===== config.mk =====
export PLATFORM = sky130hd
export DESIGN_NAME = irq_ctrl_flat
export DESIGN_NICKNAME = d
export VERILOG_FILES = /design/src/rtl/irq_ctrl_if.sv /design/src/rtl/irq_ctrl.sv /design/src/flat_wrapper.sv
export SDC_FILE = /design/constraint.sdc
export NUM_CORES = 1
export LEC_CHECK = 0
export CORE_ASPECT_RATIO = 0.9
export CORE_UTILIZATION = 38
export DETAILED_ROUTE_END_ITERATION = 10
export PLACE_DENSITY = 0.79
export SYNTH_ARGS = -nofsm -noshare
export SYNTH_HDL_FRONTEND = slang
export SYNTH_SLANG_ARGS = --single-unit

===== constraint.sdc =====
create_clock -name clk -period 2.95 [get_ports clk]
set_clock_uncertainty 0.2 [all_clocks]
set_input_delay 0.59 -clock clk [delete_from_list [all_inputs] [get_ports clk]]
set_output_delay 0.59 -clock clk [all_outputs]
set_load 0.005 [all_outputs]

===== src/rtl/irq_ctrl_if.sv =====
// irq_ctrl_if: CPU-side register port of the interrupt controller.
//   reg_sel : register select (0=PEND, 1=MASK, 2=CTRL, 3=EOI)
//   wdata   : write data
//   we      : one-cycle write strobe
//   rdata   : combinational read data for reg_sel
// master = CPU side, slave = controller side.
interface irq_ctrl_if;
   logic [1:0]  reg_sel;
   logic [15:0] wdata;
   logic        we;
   logic [15:0] rdata;

   modport master (output reg_sel, output wdata, output we, input rdata);
   modport slave  (input reg_sel, input wdata, input we, output rdata);
endinterface


===== src/rtl/irq_ctrl.sv =====
// irq_ctrl: interrupt/trap sequencer in front of the core's irq_r/trap_r inputs.
// Latches rising edges on irq_in into PEND, gates them by MASK and the global
// enable, and presents the lowest-index eligible source while no handler is
// active. The decoder's FETCH state is the acknowledge point; the handler stays
// in service until software writes EOI. Traps are unmaskable and win priority.
// Ports:
//   clk, reset   : clock, synchronous active-high reset
//   irq_in       : NSRC rising-edge request lines (synchronous to clk)
//   trap_req     : one-cycle trap pulse
//   state        : decoder FSM state, FETCH_ST marks the acknowledge cycle
//   bus          : register port (irq_ctrl_if.slave)
//   irq_r/trap_r : requests to the core
//   irq_vec      : vector of last acknowledged event (7 = trap)
//   in_service   : handler active
module irq_ctrl #(
   parameter int          NSRC     = 4,
   parameter logic [3:0]  FETCH_ST = 4'b0001
) (
   input  logic            clk,
   input  logic            reset,
   input  logic [NSRC-1:0] irq_in,
   input  logic            trap_req,
   input  logic [3:0]      state,
   irq_ctrl_if.slave       bus,
   output logic            irq_r,
   output logic            trap_r,
   output logic [2:0]      irq_vec,
   output logic            in_service
);

   typedef enum logic {IDLE = 1'b0, SERVICE = 1'b1} fsm_t;

   localparam logic [1:0] SEL_PEND = 2'd0;
   localparam logic [1:0] SEL_MASK = 2'd1;
   localparam logic [1:0] SEL_CTRL = 2'd2;
   localparam logic [1:0] SEL_EOI  = 2'd3;

   fsm_t            fsm_q, fsm_d;
   logic [NSRC-1:0] pend_q, pend_d;
   logic [NSRC-1:0] mask_q, mask_d;
   logic [NSRC-1:0] irq_prev_q, irq_prev_d;
   logic            enable_q, enable_d;
   logic            in_service_q, in_service_d;
   logic            trap_pend_q, trap_pend_d;
   logic [2:0]      irq_vec_q, irq_vec_d;

   logic [NSRC-1:0] rise, eligible, pend_clr;
   logic [2:0]      ack_idx;
   logic            fetch, eoi_wr, ack_trap, ack_irq;
   fsm_t            fsm_post_eoi;

   // High data bits are never stored; fold them so they count as consumed.
   logic unused_wdata;
   assign unused_wdata = ^bus.wdata[15:NSRC];

   assign rise     = irq_in & ~irq_prev_q;
   assign eligible = pend_q & mask_q;
   assign fetch    = (state == FETCH_ST);
   assign eoi_wr   = bus.we && (bus.reg_sel == SEL_EOI);

   // EOI is applied before the acknowledge decision, so an EOI and a new
   // acknowledge in the same cycle leave the FSM in SERVICE.
   assign fsm_post_eoi = (eoi_wr && fsm_q == SERVICE) ? IDLE : fsm_q;

   assign trap_r = trap_pend_q;
   assign irq_r  = enable_q & (|eligible) & ~trap_pend_q & (fsm_q == IDLE);

   assign ack_trap = fetch & trap_pend_q;
   assign ack_irq  = fetch & ~trap_pend_q & enable_q & (|eligible) &
                     (fsm_post_eoi == IDLE);

   // Lowest-index eligible source.
   always_comb begin
      ack_idx = 3'd0;
      for (int i = NSRC - 1; i >= 0; i--) begin
         if (eligible[i]) ack_idx = 3'(i);
      end
   end

   always_comb begin
      fsm_d        = fsm_post_eoi;
      mask_d       = mask_q;
      enable_d     = enable_q;
      irq_vec_d    = irq_vec_q;
      trap_pend_d  = trap_pend_q;
      irq_prev_d   = irq_in;
      pend_clr     = '0;

      if (bus.we) begin
         case (bus.reg_sel)
            SEL_PEND: pend_clr = bus.wdata[NSRC-1:0];
            SEL_MASK: mask_d   = bus.wdata[NSRC-1:0];
            SEL_CTRL: enable_d = bus.wdata[0];
            default:  ;
         endcase
      end

      if (ack_trap) begin
         trap_pend_d = 1'b0;
         irq_vec_d   = 3'd7;
      end else if (ack_irq) begin
         irq_vec_d         = ack_idx;
         pend_clr[ack_idx] = 1'b1;
         fsm_d             = SERVICE;
      end

      // A new pulse outranks a same-cycle acknowledge.
      if (trap_req) trap_pend_d = 1'b1;

      // Rising edges outrank both software clear and acknowledge clear.
      pend_d       = (pend_q & ~pend_clr) | rise;
      in_service_d = (fsm_d == SERVICE);
   end

   always_ff @(posedge clk) begin
      if (reset) begin
         fsm_q        <= IDLE;
         pend_q       <= '0;
         mask_q       <= '0;
         irq_prev_q   <= '0;
         enable_q     <= 1'b0;
         in_service_q <= 1'b0;
         trap_pend_q  <= 1'b0;
         irq_vec_q    <= 3'd0;
      end else begin
         fsm_q        <= fsm_d;
         pend_q       <= pend_d;
         mask_q       <= mask_d;
         irq_prev_q   <= irq_prev_d;
         enable_q     <= enable_d;
         in_service_q <= in_service_d;
         trap_pend_q  <= trap_pend_d;
         irq_vec_q    <= irq_vec_d;
      end
   end

   always_comb begin
      bus.rdata = 16'd0;
      case (bus.reg_sel)
         SEL_PEND: bus.rdata = 16'(pend_q);
         SEL_MASK: bus.rdata = 16'(mask_q);
         SEL_CTRL: bus.rdata = {10'd0, trap_pend_q, irq_vec_q, in_service_q, enable_q};
         default:  bus.rdata = 16'd0;
      endcase
   end

   assign irq_vec    = irq_vec_q;
   assign in_service = in_service_q;

endmodule

===== src/flat_wrapper.sv =====
// flat-port wrapper written by rule: the top's interface ports become plain ports
module irq_ctrl_flat 
#(
   parameter int          NSRC     = 4,
   parameter logic [3:0]  FETCH_ST = 4'b0001
)
  (clk, reset, irq_in, trap_req, state, irq_r, trap_r, irq_vec, in_service, bus_reg_sel, bus_wdata, bus_we, bus_rdata);
  irq_ctrl_if bus_i ();
  input  logic clk;
  input  logic reset;
  input  logic [NSRC-1:0] irq_in;
  input  logic trap_req;
  input  logic [3:0] state;
  output logic irq_r;
  output logic trap_r;
  output logic [2:0] irq_vec;
  output logic in_service;
  input wire logic [$bits(bus_i.reg_sel)-1:0] bus_reg_sel;
  input wire logic [$bits(bus_i.wdata)-1:0] bus_wdata;
  input wire logic [$bits(bus_i.we)-1:0] bus_we;
  output wire logic [$bits(bus_i.rdata)-1:0] bus_rdata;
  assign bus_i.reg_sel = bus_reg_sel;
  assign bus_i.wdata = bus_wdata;
  assign bus_i.we = bus_we;
  assign bus_rdata = bus_i.rdata;
  irq_ctrl #(.NSRC(NSRC), .FETCH_ST(FETCH_ST)) u_core (.clk(clk), .reset(reset), .irq_in(irq_in), .trap_req(trap_req), .state(state), .bus(bus_i), .irq_r(irq_r), .trap_r(trap_r), .irq_vec(irq_vec), .in_service(in_service));
endmodule

==> results.ini <==
[placed_design]
placed_instances=175
placement.cell_area_um2=1260
detailedPlacementHpwl_mm=1.69
gp_congestion=0.864
io_buffers=29
dp_worst_setup_slack_ns=0.0568

[power_and_ir_drop]
power.density_cell_area_nw_per_um2=381
peakVddDrop_v=0.000297
power_uw=498
p_leak_nw=0.470

[layout]
fillCellCount=221
final_cell_count_no_fill=179
area_growth_pct=36.1
fin_area_um2=1310
share_of_final_layout_standard_cells_stronger_than_drive_strength_1=0.0921
final_util=0.572
num_antenna_cells=0
nNetsFinal=183

[critical_path]
crit_fanout=6
r2r-end=u_core.irq_vec[0]
timing.reg2reg.setup_slack_ns=1.21
kind_of_launch_point_of_the_worst_setup_path=input port
crit_required_ns=2.16
timing.rr.start=u_core.trap_r
critical_path_arrival_ns=2.09
timing.setup.critical_path_class=input port to output pin
critPathCaptureType=output pin
worst_reg_to_reg_cells=4

[synthesis]
yosys_warnings=0
synth_flop_cell=dfxtp_1
synth.lib_cells_used.distinct=31
synth.avg_cell_area_um2=8.06
syn-instance-count=119
postSynth.asyncResetShare=0
register_area_share_after_synthesis=0.375
synth.ff_latch_count=18
synth-edff-count=0
synth.cell_area_um2=960

[floorplan]
fp.coreArea_um2=2280
die_x_um=55.0
die_area_um2=2730
ioPinCount=52
fp.dieH_um=49.7
floorplan.initialDensity=0.421
num_rows=16

[sta]
finalHoldViolCount=0
clock.fmax_ghz=0.347
fin_crit_sh=0.977
worst_slack_ns=0.0687
rsz0062_at_grt=false
final-max-slew-violation-count=0
worst_hold_slack_ns=0.275
tightest_slew_ns=0.613
finalSetupViolations=0
post-route-min-period_ns=2.88
finalSetupTns_ns=0
max_slew_margin=0.590

[route]
viasPerCell=5.18
totalWireLength_mm=2.15
drt.antenna.violating_nets=0
first_iter_violations=31
drcViolationCount=0
routed_length_per_instance_um=12.0
vias=928
initial_drt_pass_iterations=4

[grt]
grt_pass1_wl_mm=3.55
grt-ovfl-total=0
grt_max_degree=19
via_count_of_the_first_global_routing_pass=842
grt.total_usage=0.180
number_of_antenna_violations_at_the_first_check_in_global_routing=0

[hold_path]
worst_hold_startpoint=u_core.irq_prev_q[1]
hold_endpoint=u_core.pend_q[1]
hold_class=flop to flop
min_path_cells=2

[cts]
clk_pin_slew_ns=0.10
cts.root.buffer_cell=clkbuf_4
cts.sink_count=18
cts_made_buffers=3
cts_tree=built
cts.htree.levels=1
clock_tree.buffer_depth=2
clock_latency_on_the_worst_skew_pair_ns=0.29
cts_setup_buffers=0

[status]
outcome=finished clean

[run]
drv_cap=0

[routing by layer]
metal	wire length, um	GRT usage
met2	996	0.283
met5	0	0
met1	962	0.229
met4	35	0.0875
met3	156	0.0309
[kinds of logic after synthesis]
group	Yosys count	share of synthesized area
simple gates	50	0.287
compound gates	28	0.183
flops	18	0.375
buf+inv	18	0.110
mux	4	0.0417
other cells	1	0.00391
[cells in the final DEF (no fill, tap or decap), types with 2 or more instances in the layout]
cell type	synthesis	routed
dfxtp_1	18	18
nand3b_1	3	3
inv_1	4	4
o21ai_0	6	5
nor2b_2	0	2
buf_4	10	5
a21oi_1	11	11
and2_1	3	3
conb_1	1	10
o2bb2ai_1	3	3
nand3_1	6	6
nand2b_1	2	2
nor4_1	2	2
nor3b_1	2	2
mux2i_1	4	4
nor2b_1	6	4
a31oi_1	2	2
nor3_1	2	2
nand2_1	18	18
clkdlybuf4s50_1	0	29
clkbuf_4	0	3
[critical path, cell delays in order]
cell and delay, ns:
clkdlybuf4s50_1 0.51, buf_4 0.18, mux2i_1 0.08, o21ai_0 0.19, clkdlybuf4s50_1 0.54
[how the worst max path moves through the flow]
stage / startpoint / to / slack, ns / depth (start not counted)
finish: bus_reg_sel[1] / bus_rdata[3] / 0.07 / 5
global route: bus_reg_sel[1] / bus_rdata[2] / 0.006 / 5
CTS: bus_reg_sel[0] / bus_rdata[0] / 0.05 / 5
detailed placement: bus_reg_sel[0] / bus_rdata[3] / 0.06 / 5
global placement: bus_reg_sel[0] / bus_rdata[1] / 0.07 / 5
floorplan: state[1] / u_core.irq_vec[0] / 0.68 / 4
[synth_stat cells (3+ instances only)]
cell / instances / area, um2
o21ai_0: 6 / 30.0
dfxtp_1: 18 / 360
inv_1: 4 / 15.0
mux2i_1: 4 / 40.0
nand3_1: 6 / 30.0
and2_1: 3 / 18.8
nor2b_1: 6 / 37.5
nand3b_1: 3 / 22.5
buf_4: 10 / 75.1
nand2_1: 18 / 67.6
clkbuf_1: 4 / 15.0
o2bb2ai_1: 3 / 26.3
a21oi_1: 11 / 55.1
[area by class of cell]
cell class / instances / area (um2) / area share
well taps: 27 / 33.8 / 0.0259
flip-flops and latches: 18 / 360 / 0.276
clock buffers: 4 / 36.3 / 0.0278
inverters: 4 / 15.0 / 0.0115
multi-input cells: 92 / 533 / 0.408
repair buffers: 34 / 328 / 0.251
[flip-flops by register name, indices dropped and copies added, names as in the netlist]
name               count
u_core.pend_q          4
u_core.irq_prev_q      4
u_core.irq_vec         3
u_core.fsm_q           1
u_core.mask_q          4
u_core.enable_q        1
u_core.trap_r          1
[power breakdown]
group / switching [mW] / internal, mW / total (mW)
clock network: 0.0737 / 0.0752 / 0.149
registers: 0.0102 / 0.255 / 0.265
logic: 0.0350 / 0.0492 / 0.0842
total: 0.119 / 0.379 / 0.498
[timing repair]
item,CTS,global route
gates resized for setup,0,3
hold buffers,0,0
endpoints found under the setup margin,0,6
Power figures use the tool's default switching activity.
